$ cat src/rtl/rf_wb_arbiter_pkg.sv
// Shared types and constants for the register-file writeback arbiter.
// RF_WB_BYPASS_EN: undefined by default; define it to add the stage-to-reader forwarding ports.
// Helper fwd_pick implements the single-operand forwarding select.
package rf_wb_arbiter_pkg;

    typedef logic [4:0]  reg_addr_t;
    typedef logic [31:0] word_t;

    localparam reg_addr_t REG_ZERO = 5'd0;

    // x0 is hardwired, so a staged x0 write must never shadow a raw read.
    function automatic word_t fwd_pick(
        input logic      stage_vld,
        input reg_addr_t stage_addr,
        input word_t     stage_dat,
        input reg_addr_t rd_addr,
        input word_t     raw_dat
    );
        if (stage_vld && (stage_addr == rd_addr) && (rd_addr != REG_ZERO)) begin
            return stage_dat;
        end
        return raw_dat;
    endfunction

endpackage

$ cat src/rtl/rf_wb_arbiter_rr.sv
// Round-robin one-hot grant over N requesters, search starting at ptr.
// Latency: purely combinational. Backpressure: en=0 forces an all-zero grant.
// Reusable for other arbiters; the caller owns the pointer register.
module rr_arbiter #(
    parameter  int N     = 2,
    localparam int PTR_W = $clog2(N)
) (
    input  logic [N-1:0]     req,
    input  logic [PTR_W-1:0] ptr,
    input  logic             en,
    output logic [N-1:0]     grant
);

    localparam logic [PTR_W:0] N_EXT = (PTR_W+1)'(N);

    logic [PTR_W:0] w_idx;
    logic           w_found;

    // Walk ptr, ptr+1, ... wrapping at N; the first set request wins.
    always_comb begin
        grant   = '0;
        w_found = 1'b0;
        w_idx   = '0;
        for (int k = 0; k < N; k++) begin
            w_idx = {1'b0, ptr} + (PTR_W+1)'(k);
            if (w_idx >= N_EXT) begin
                w_idx = w_idx - N_EXT;
            end
            if (en && !w_found && req[w_idx[PTR_W-1:0]]) begin
                grant[w_idx[PTR_W-1:0]] = 1'b1;
                w_found                 = 1'b1;
            end
        end
    end

endmodule

$ cat src/rtl/rf_wb_arbiter.sv
// Shares the register-file write port among N_REQ requesters (round-robin); optional RF_WB_BYPASS_EN forwarding.
// Latency: one cycle from handshake to rf_write_en; one write per cycle sustained.
// Backpressure: req_ready withheld while hold=1 or in reset; the register file always accepts.
module rf_wb_arbiter
    import rf_wb_arbiter_pkg::*;
#(
    parameter  int N_REQ = 2,
    localparam int PTR_W = $clog2(N_REQ)
) (
    input  logic                  clk,
    input  logic                  rst,
    input  logic                  hold,
    input  logic      [N_REQ-1:0] req_valid,
    output logic      [N_REQ-1:0] req_ready,
    input  reg_addr_t [N_REQ-1:0] req_addr,
    input  word_t     [N_REQ-1:0] req_data,
    output logic                  rf_write_en,
    output reg_addr_t             rf_rd_addr,
    output word_t                 rf_rd_data,
    output logic                  wb_busy
`ifdef RF_WB_BYPASS_EN
    ,
    input  reg_addr_t             rs1_addr,
    input  reg_addr_t             rs2_addr,
    input  word_t                 rf_rs1_data,
    input  word_t                 rf_rs2_data,
    output word_t                 rs1_fwd,
    output word_t                 rs2_fwd
`endif
);

    localparam logic [PTR_W-1:0] LAST_IDX = PTR_W'(N_REQ - 1);

    logic             r_stage_valid;
    reg_addr_t        r_stage_addr;
    word_t            r_stage_data;
    logic [PTR_W-1:0] r_ptr;

    logic [N_REQ-1:0] w_grant;
    logic [PTR_W-1:0] w_gnt_idx;
    logic [PTR_W-1:0] w_ptr_nxt;
    logic             w_xfer;
    logic             w_arb_en;

    // Gating with rst keeps req_ready low for the whole reset window.
    assign w_arb_en = rst & ~hold;

    rr_arbiter #(
        .N     (N_REQ)
    ) u_rr (
        .req   (req_valid),
        .ptr   (r_ptr),
        .en    (w_arb_en),
        .grant (w_grant)
    );

    always_comb begin
        w_gnt_idx = '0;
        for (int i = 0; i < N_REQ; i++) begin
            if (w_grant[i]) begin
                w_gnt_idx = PTR_W'(i);
            end
        end
    end

    assign w_xfer    = |w_grant;
    assign w_ptr_nxt = (w_gnt_idx == LAST_IDX) ? '0 : w_gnt_idx + PTR_W'(1);
    assign req_ready = w_grant;

    always_ff @(posedge clk or negedge rst) begin
        if (!rst) begin
            r_stage_valid <= 1'b0;
            r_stage_addr  <= REG_ZERO;
            r_stage_data  <= '0;
            r_ptr         <= '0;
        end else begin
            r_stage_valid <= w_xfer;
            if (w_xfer) begin
                r_stage_addr <= req_addr[w_gnt_idx];
                r_stage_data <= req_data[w_gnt_idx];
                r_ptr        <= w_ptr_nxt;
            end
        end
    end

    // x0 writes occupy the stage but are never presented to the register file.
    assign rf_write_en = r_stage_valid & (r_stage_addr != REG_ZERO);
    assign rf_rd_addr  = r_stage_addr;
    assign rf_rd_data  = r_stage_data;
    assign wb_busy     = r_stage_valid;

`ifdef RF_WB_BYPASS_EN
    assign rs1_fwd = fwd_pick(r_stage_valid, r_stage_addr, r_stage_data, rs1_addr, rf_rs1_data);
    assign rs2_fwd = fwd_pick(r_stage_valid, r_stage_addr, r_stage_data, rs2_addr, rf_rs2_data);
`endif

endmodule

$ cat config.mk
export PLATFORM = sky130hd
export DESIGN_NAME = rf_wb_arbiter
export DESIGN_NICKNAME = d
export VERILOG_FILES = /design/src/rtl/rf_wb_arbiter_pkg.sv /design/src/rtl/rf_wb_arbiter_rr.sv /design/src/rtl/rf_wb_arbiter.sv
export SDC_FILE = /design/constraint.sdc
export NUM_CORES = 1
export LEC_CHECK = 0
export CORE_AREA = 2 2 83 85
export CTS_CLUSTER_DIAMETER = 100
export DETAILED_ROUTE_END_ITERATION = 8
export DIE_AREA = 0 0 85 87
export PLACE_DENSITY = 0.75
export RECOVER_POWER = 25
export SYNTH_ARGS = -nofsm -noshare
export SYNTH_HDL_FRONTEND = slang
export SYNTH_SLANG_ARGS = --single-unit
$ cat constraint.sdc
create_clock -name clk -period 1.6 [get_ports clk]
set_input_delay 0.48 -clock clk [delete_from_list [all_inputs] [get_ports clk]]
set_output_delay 0.48 -clock clk [all_outputs]
set_load 0.005 [all_outputs]
==> flow_summary.yaml, run 1 <==
route:
  post_drt_wl_per_cell_um: 17.68
  routed_via_density: 5.578
  drc_errors: 0
  dr.pass1.iters: 4
  ant_nets: 0
  routed_wl_um: 7124
  vias: 2248
  detail_route.iter0.violations: 137
floorplanning:
  start_util: 0.3379
  rows: 30
  core_um2: 6569
  die_area_um2: 7395
  fp.dieW_um: 85
  ios: 120
  die_h_um: 87
clock_tree:
  cts_inserted_buffers: 5
  clkLatencyLatePin_ns: 0.29
  cts.clk_slew.worst_paths_ns: 0.08
  cts_hold_buf: 0
  cts_tree: "built"
  cts-root-buf: "clkbuf_8"
  numClockSinks: 39
  ctsLongestPathBuffers: 2
  htree_num_levels: 2
logic_synthesis:
  ys_types: 20
  yosysMostFrequentCell: "dfrtp_1"
  async_reset_ff_frac: 1.000
  syn_avg_cell_area_um2: 11.56
  ys_top_cells_by_count: "dfrtp_1 (39), a221o_1 (37), and4_1 (37), nor3b_1 (37), buf_2 (13)"
  netlist_area_um2: 2220
  yosysSeqAreaShare: 0.4397
  synth_top_area_frac: 0.4397
  synth_area_leaders: "dfrtp_1 (44%), a221o_1 (17%), and4_1 (15%)"
  yosysTopAreaCell: "dfrtp_1"
  synthCells: 192
  synth_top_flop_cell: "dfrtp_1"
  yosys_register_bits: 39
  ys_warn_count: 0
  synth_fp_nets: 271
  synth_edf_count: 0
pwr:
  p_per_area_nw_per_um2: 810.0
  max-vdd-ir-drop_v: 0.0004569
  power.leakage_nw: 1.578
  finalPower_w: 0.002996
sta:
  slew-limit-headroom: 0.3442
  setup_slack_ns: -0.3419
  fin_tns_setup_ns: -1.178
  fmax_mhz: 515.0
  fin_crit_ns: 1.942
  whs_ns: 0.5155
  rsz0062_at_grt: "true"
  timing_hold_violations_final: 0
  worst_pin_slew_ns: 0.9837
  drv_slew: 0
  min_period_over_period: 1.214
  setup_viol: 40
  fin_skew_ns: 0.004864
cells_and_area:
  layout-drive-gt1-share: 0.1641
  nNetsFinal: 402
  n_antenna_cell: 0
  final_cells: 403
  syn_to_final_growth_pct: 66.63
critical_path:
  cp-startpoint: "rf_rd_addr[2]"
  r2r_end: "rf_rd_addr[1]"
  critical_path_class: "register to primary output"
  cp_max_fo: 2
  reg2reg_depth: 4
  endpoint: "rf_write_en"
  rrSetupSlack_ns: 0.19
  start_kind: "register"
  cp.arrival_ns: 1.46
  critPathCaptureType: "primary output"
  worstPathRequired_ns: 1.12
  reg2reg_from: "r_ptr"
outcome:
  violations: "setup timing"
  status: "complete, but fails checks"
global_route:
  grt_pass1_wl_um: 11600
  antenna_found_initial: 0
  grt_max_degree: 40
  grt_pass1_vias: 2384
  grt_overflow_total: 0
  grt_usage: 0.1995
run:
  maxCapViolations: 0
min_path:
  hp-class: "register to register"
place:
  dp_cells: 384
  place.gp.congestion: 0.7483
  dpl.hpwl_um: 4780
  io_buffers: 119
power breakdown:
part | internal [W] | switching [W]
registers | 0.00117 | 0.000100
clock network | 0.000338 | 0.000340
logic | 0.000669 | 0.000376
cells by family after synthesis:
kind of cell    Yosys count  synth area share
compound gates           42            0.1798
buf+inv                  30           0.08173
flops                    39            0.4397
simple gates             81            0.2988
state kept, by name, indices dropped and copies added, names as in the netlist:
| name | cells |
|---|---|
| rf_rd_addr | 5 |
| rf_rd_data | 32 |
| wb_busy | 1 |
| r_ptr | 1 |
worst max-delay path: stages (launching register included):
cell and delay [ns]:
dfrtp_1 0.37, or4_1 0.51, o21a_1 0.17, buf_2 0.12
placed cells by master, fill, tap and decap left out, types with 2 or more instances in the layout:
| master | n |
|---|---|
| dfrtp_1 | 39 |
| clkbuf_8 | 6 |
| buf_12 | 4 |
| a221o_1 | 37 |
| clkdlybuf4s50_1 | 74 |
| dlygate4sd2_1 | 38 |
| buf_6 | 6 |
| buf_4 | 23 |
| clkbuf_2 | 2 |
| nor3b_1 | 37 |
| buf_2 | 2 |
| and4_1 | 37 |
through the flow:
stage | worst slack, ns | area (µm²) | utilization
after global placement | -0.6947 | 3551 | 0.5406
after CTS | -0.3777 | 3702 | 0.5636
after floorplan | 0.004785 | 2232 | -
after detailed placement | -0.7090 | 3551 | 0.5406
after global routing | -0.4229 | 3699 | 0.5630
final | -0.3419 | 3699 | 0.5630
repair_timing:
action,CTS,global route
pin swaps,2,2
endpoints found under the setup margin,78,36
buffers inserted,13,0
resized for setup,65,9
layer usage:
layer,wire length (µm),vias to the layer above,track usage
li1,-,1044,-
met1,2937,1112,0.2349
met2,3557,79,0.3537
met3,491,13,0.05213
met4,138,0,0.06638
met5,0,-,0
cell type report:
cell class	instances	area [µm²]
clock inverters	1	5.005
clock buffers	6	82.58
multi-input cells	123	1092
fillers	589	2870
flip-flops and latches	39	975.9
well taps	80	100.1
inverters	2	7.507
repair buffers	152	1435
worst min path at each step:
stage | endpoint | depth (start not counted) | slack (ns) | from
2_1_floorplan | r_ptr | 0 | 0.18 | rst
3_3_place_gp | rf_rd_data[26] | 1 | 0.49 | rf_rd_data[26]
3_5_place_dp | rf_rd_data[12] | 1 | 0.50 | rf_rd_data[12]
4_1_cts | rf_rd_data[19] | 3 | 0.37 | rst
5_1_grt | rf_rd_data[14] | 1 | 0.53 | rf_rd_data[14]
6_report | rf_rd_data[17] | 1 | 0.52 | rf_rd_data[17]
Note: power is estimated with default switching activity, not from simulation.
==> inputs of run 2 (changes only) <==
--- a/config.mk
+++ b/config.mk
@@ -6,7 +6,6 @@
 export NUM_CORES = 1
 export LEC_CHECK = 0
 export CORE_AREA = 2 2 83 85
-export CTS_CLUSTER_DIAMETER = 100
 export DETAILED_ROUTE_END_ITERATION = 8
 export DIE_AREA = 0 0 85 87
 export PLACE_DENSITY = 0.75
==> results of run 2 <==
The final DEF is identical to that of run 1; final timing and power are the same.
==> inputs of run 3 (changes only) <==
--- a/config.mk
+++ b/config.mk
@@ -5,11 +5,12 @@
 export SDC_FILE = /design/constraint.sdc
 export NUM_CORES = 1
 export LEC_CHECK = 0
-export CORE_AREA = 2 2 83 85
+export CORE_AREA = 2 2 74 76
 export DETAILED_ROUTE_END_ITERATION = 8
-export DIE_AREA = 0 0 85 87
-export PLACE_DENSITY = 0.75
+export DIE_AREA = 0 0 76 78
+export DONT_BUFFER_PORTS = 1
 export RECOVER_POWER = 25
+export SLEW_MARGIN = 40
 export SYNTH_ARGS = -nofsm -noshare
 export SYNTH_HDL_FRONTEND = slang
 export SYNTH_SLANG_ARGS = --single-unit
==> flow_summary.yaml, run 3 (synthesized netlist as in run 1, its figures left out) <==
sta:
  fin_tns_setup_ns: -0.2679
  setup_slack_ns: -0.2679
  rsz0062_at_grt: "true"
  fin_crit_ns: 1.868
  slew-limit-headroom: 0.3556
  fin_skew_ns: 0.002964
  fmax_mhz: 535.4
  timing_hold_violations_final: 0
  worst_pin_slew_ns: 0.9665
  drv_slew: 0
  min_period_over_period: 1.167
  setup_viol: 1
clock_tree:
  cts_inserted_buffers: 5
  cts-root-buf: "clkbuf_8"
  ctsLongestPathBuffers: 2
  cts.clk_slew.worst_paths_ns: 0.07
  cts_tree: "built"
  htree_num_levels: 2
  clkLatencyLatePin_ns: 0.29
  numClockSinks: 39
route:
  drc_errors: 0
  routed_via_density: 6.863
  detail_route.iter0.violations: 68
  vias: 1798
  ant_nets: 0
  dr.pass1.iters: 4
  post_drt_wl_per_cell_um: 23.27
  routed_wl_um: 6097
cells_and_area:
  multi_input_area_um2: 1079
  final_common_cell: "dfrtp_1"
  ff_latch_area_um2: 975.9
  finish.utilization: 0.4732
  nFillCells: 472
  largest_reg_flops: 32
  nNetsFinal: 269
  layout-drive-gt1-share: 0.1571
  syn_to_final_growth_pct: 7.497
  mostFrequentLayoutCells: "dfrtp_1 (39), nor3b_1 (37), and4_1 (37), a221o_1 (37), buf_4 (17)"
critical_path:
  worstPathRequired_ns: 1.12
  path_delay_family: "simple AND/OR/NAND/NOR gates"
  cpPeakStageDelay_ns: 0.51
  critical_path_class: "register to primary output"
  worst-path-buf-inv: 0
  cp.arrival_ns: 1.39
  crit_chain: "or4_1 > o21a_1"
  critPathCaptureType: "primary output"
  start_kind: "register"
  reg2reg_depth: 5
  worstSetupPathDepth: 2
  crit_slowest_cell: "or4_1"
  rrSetupSlack_ns: 0.10
  cp_max_fo: 2
pwr:
  p_per_area_nw_per_um2: 1029
  swShare: 0.2914
  clkPwrFrac: 0.262
  max-vdd-ir-drop_v: 0.0003294
  p_seq_frac: 0.542
  power.leakage_nw: 0.9493
  p_int_w: 0.001740
  comb_power_share: 0.196
  p_sw_w: 0.0007158
global_route:
  grt_pass1_wl_um: 9356
  grt_pass1_vias: 1815
  antenna_found_initial: 1
  grt_overflow_total: 0
  grt_usage: 0.2016
  grt_max_degree: 43
min_path:
  hold-path-cell-count: 1
  hp-class: "primary input to register"
floorplanning:
  die_h_um: 78
  die_area_um2: 5928
  fp.dieW_um: 76
  ios: 120
  core_um2: 5042
  start_util: 0.4402
  rows: 26
place:
  io_buffers: 0
  dpl.hpwl_um: 4156
  place.gp.congestion: 0.7457
outcome:
  violations: "setup timing"
  status: "complete, but fails checks"
run:
  maxCapViolations: 0
-- run 3: cell type report --
type	count	area share
Sequential cell	39	0.4090
Multi-Input combinational cell	123	0.4520
Tap cell	70	0.03671
Timing Repair Buffer	19	0.06397
Clock inverter	1	0.002098
Inverter	2	0.003146
Clock buffer	7	0.03199
Antenna cell	1	0.001049
-- run 3: worst register-to-register path, cell delays in order (launching register included) --
cell	delay (ns)
dfrtp_1	0.39
nand2b_4	0.17
nand3_4	0.08
buf_4	0.18
buf_4	0.21
a221o_1	0.36
-- run 3: per-stage QoR --
step	total power [W]	hold slack (ns)	std cells	instance area (µm²)	worst slack, ns
3_5_place_dp	0.001808	0.1854	252	2285	0.03255
2_1_floorplan	0.001680	0.1844	192	2232	0.004785
6_report	0.002456	0.3031	262	2386	-0.2679
4_1_cts	0.002485	0.02192	261	2394	-0.2711
3_3_place_gp	0.001783	0.1855	252	2285	0.05900
5_1_grt	0.002589	0.2855	262	2386	-0.3004
-- run 3: final timing paths --
kind                                       end          start
worst max-delay path               rf_write_en  rf_rd_addr[0]
worst min-delay path                     r_ptr   req_valid[1]
worst max register to register  rf_rd_data[10]          r_ptr
worst min register to register           r_ptr          r_ptr
max in group asynchronous       rf_rd_data[24]            rst
min in group asynchronous       rf_rd_data[14]            rst
-- run 3: power groups by stage --
stage               Clock [W]  Combinational, W  Sequential, W
floorplan                   0          0.000373        0.00131
global placement            0          0.000438        0.00134
detailed placement          0          0.000462        0.00135
CTS                  0.000667          0.000488        0.00133
global route         0.000716          0.000524        0.00135
finish               0.000644          0.000482        0.00133
-- run 3: repair_timing --
| item | in CTS | in global routing |
|---|---|---|
| pin swaps | 1 | 0 |
| buffers inserted | 1 | 0 |
| hold endpoints to repair | 39 | 0 |
| resized for setup | 1 | 1 |
| endpoints found under the setup margin | 2 | 2 |
| hold buffers | 1 | 0 |
| gates cloned | 0 | 0 |
-- run 3: layer usage --
| metal | vias up | GRT usage | part of all wire |
|---|---|---|---|
| met3 | 13 | 0.06628 | 0.093 |
| li1 | 780 | - | - |
| met4 | 0 | 0.06909 | 0.017 |
| met2 | 118 | 0.3518 | 0.50 |
| met5 | - | 0 | 0 |
| met1 | 887 | 0.2335 | 0.39 |
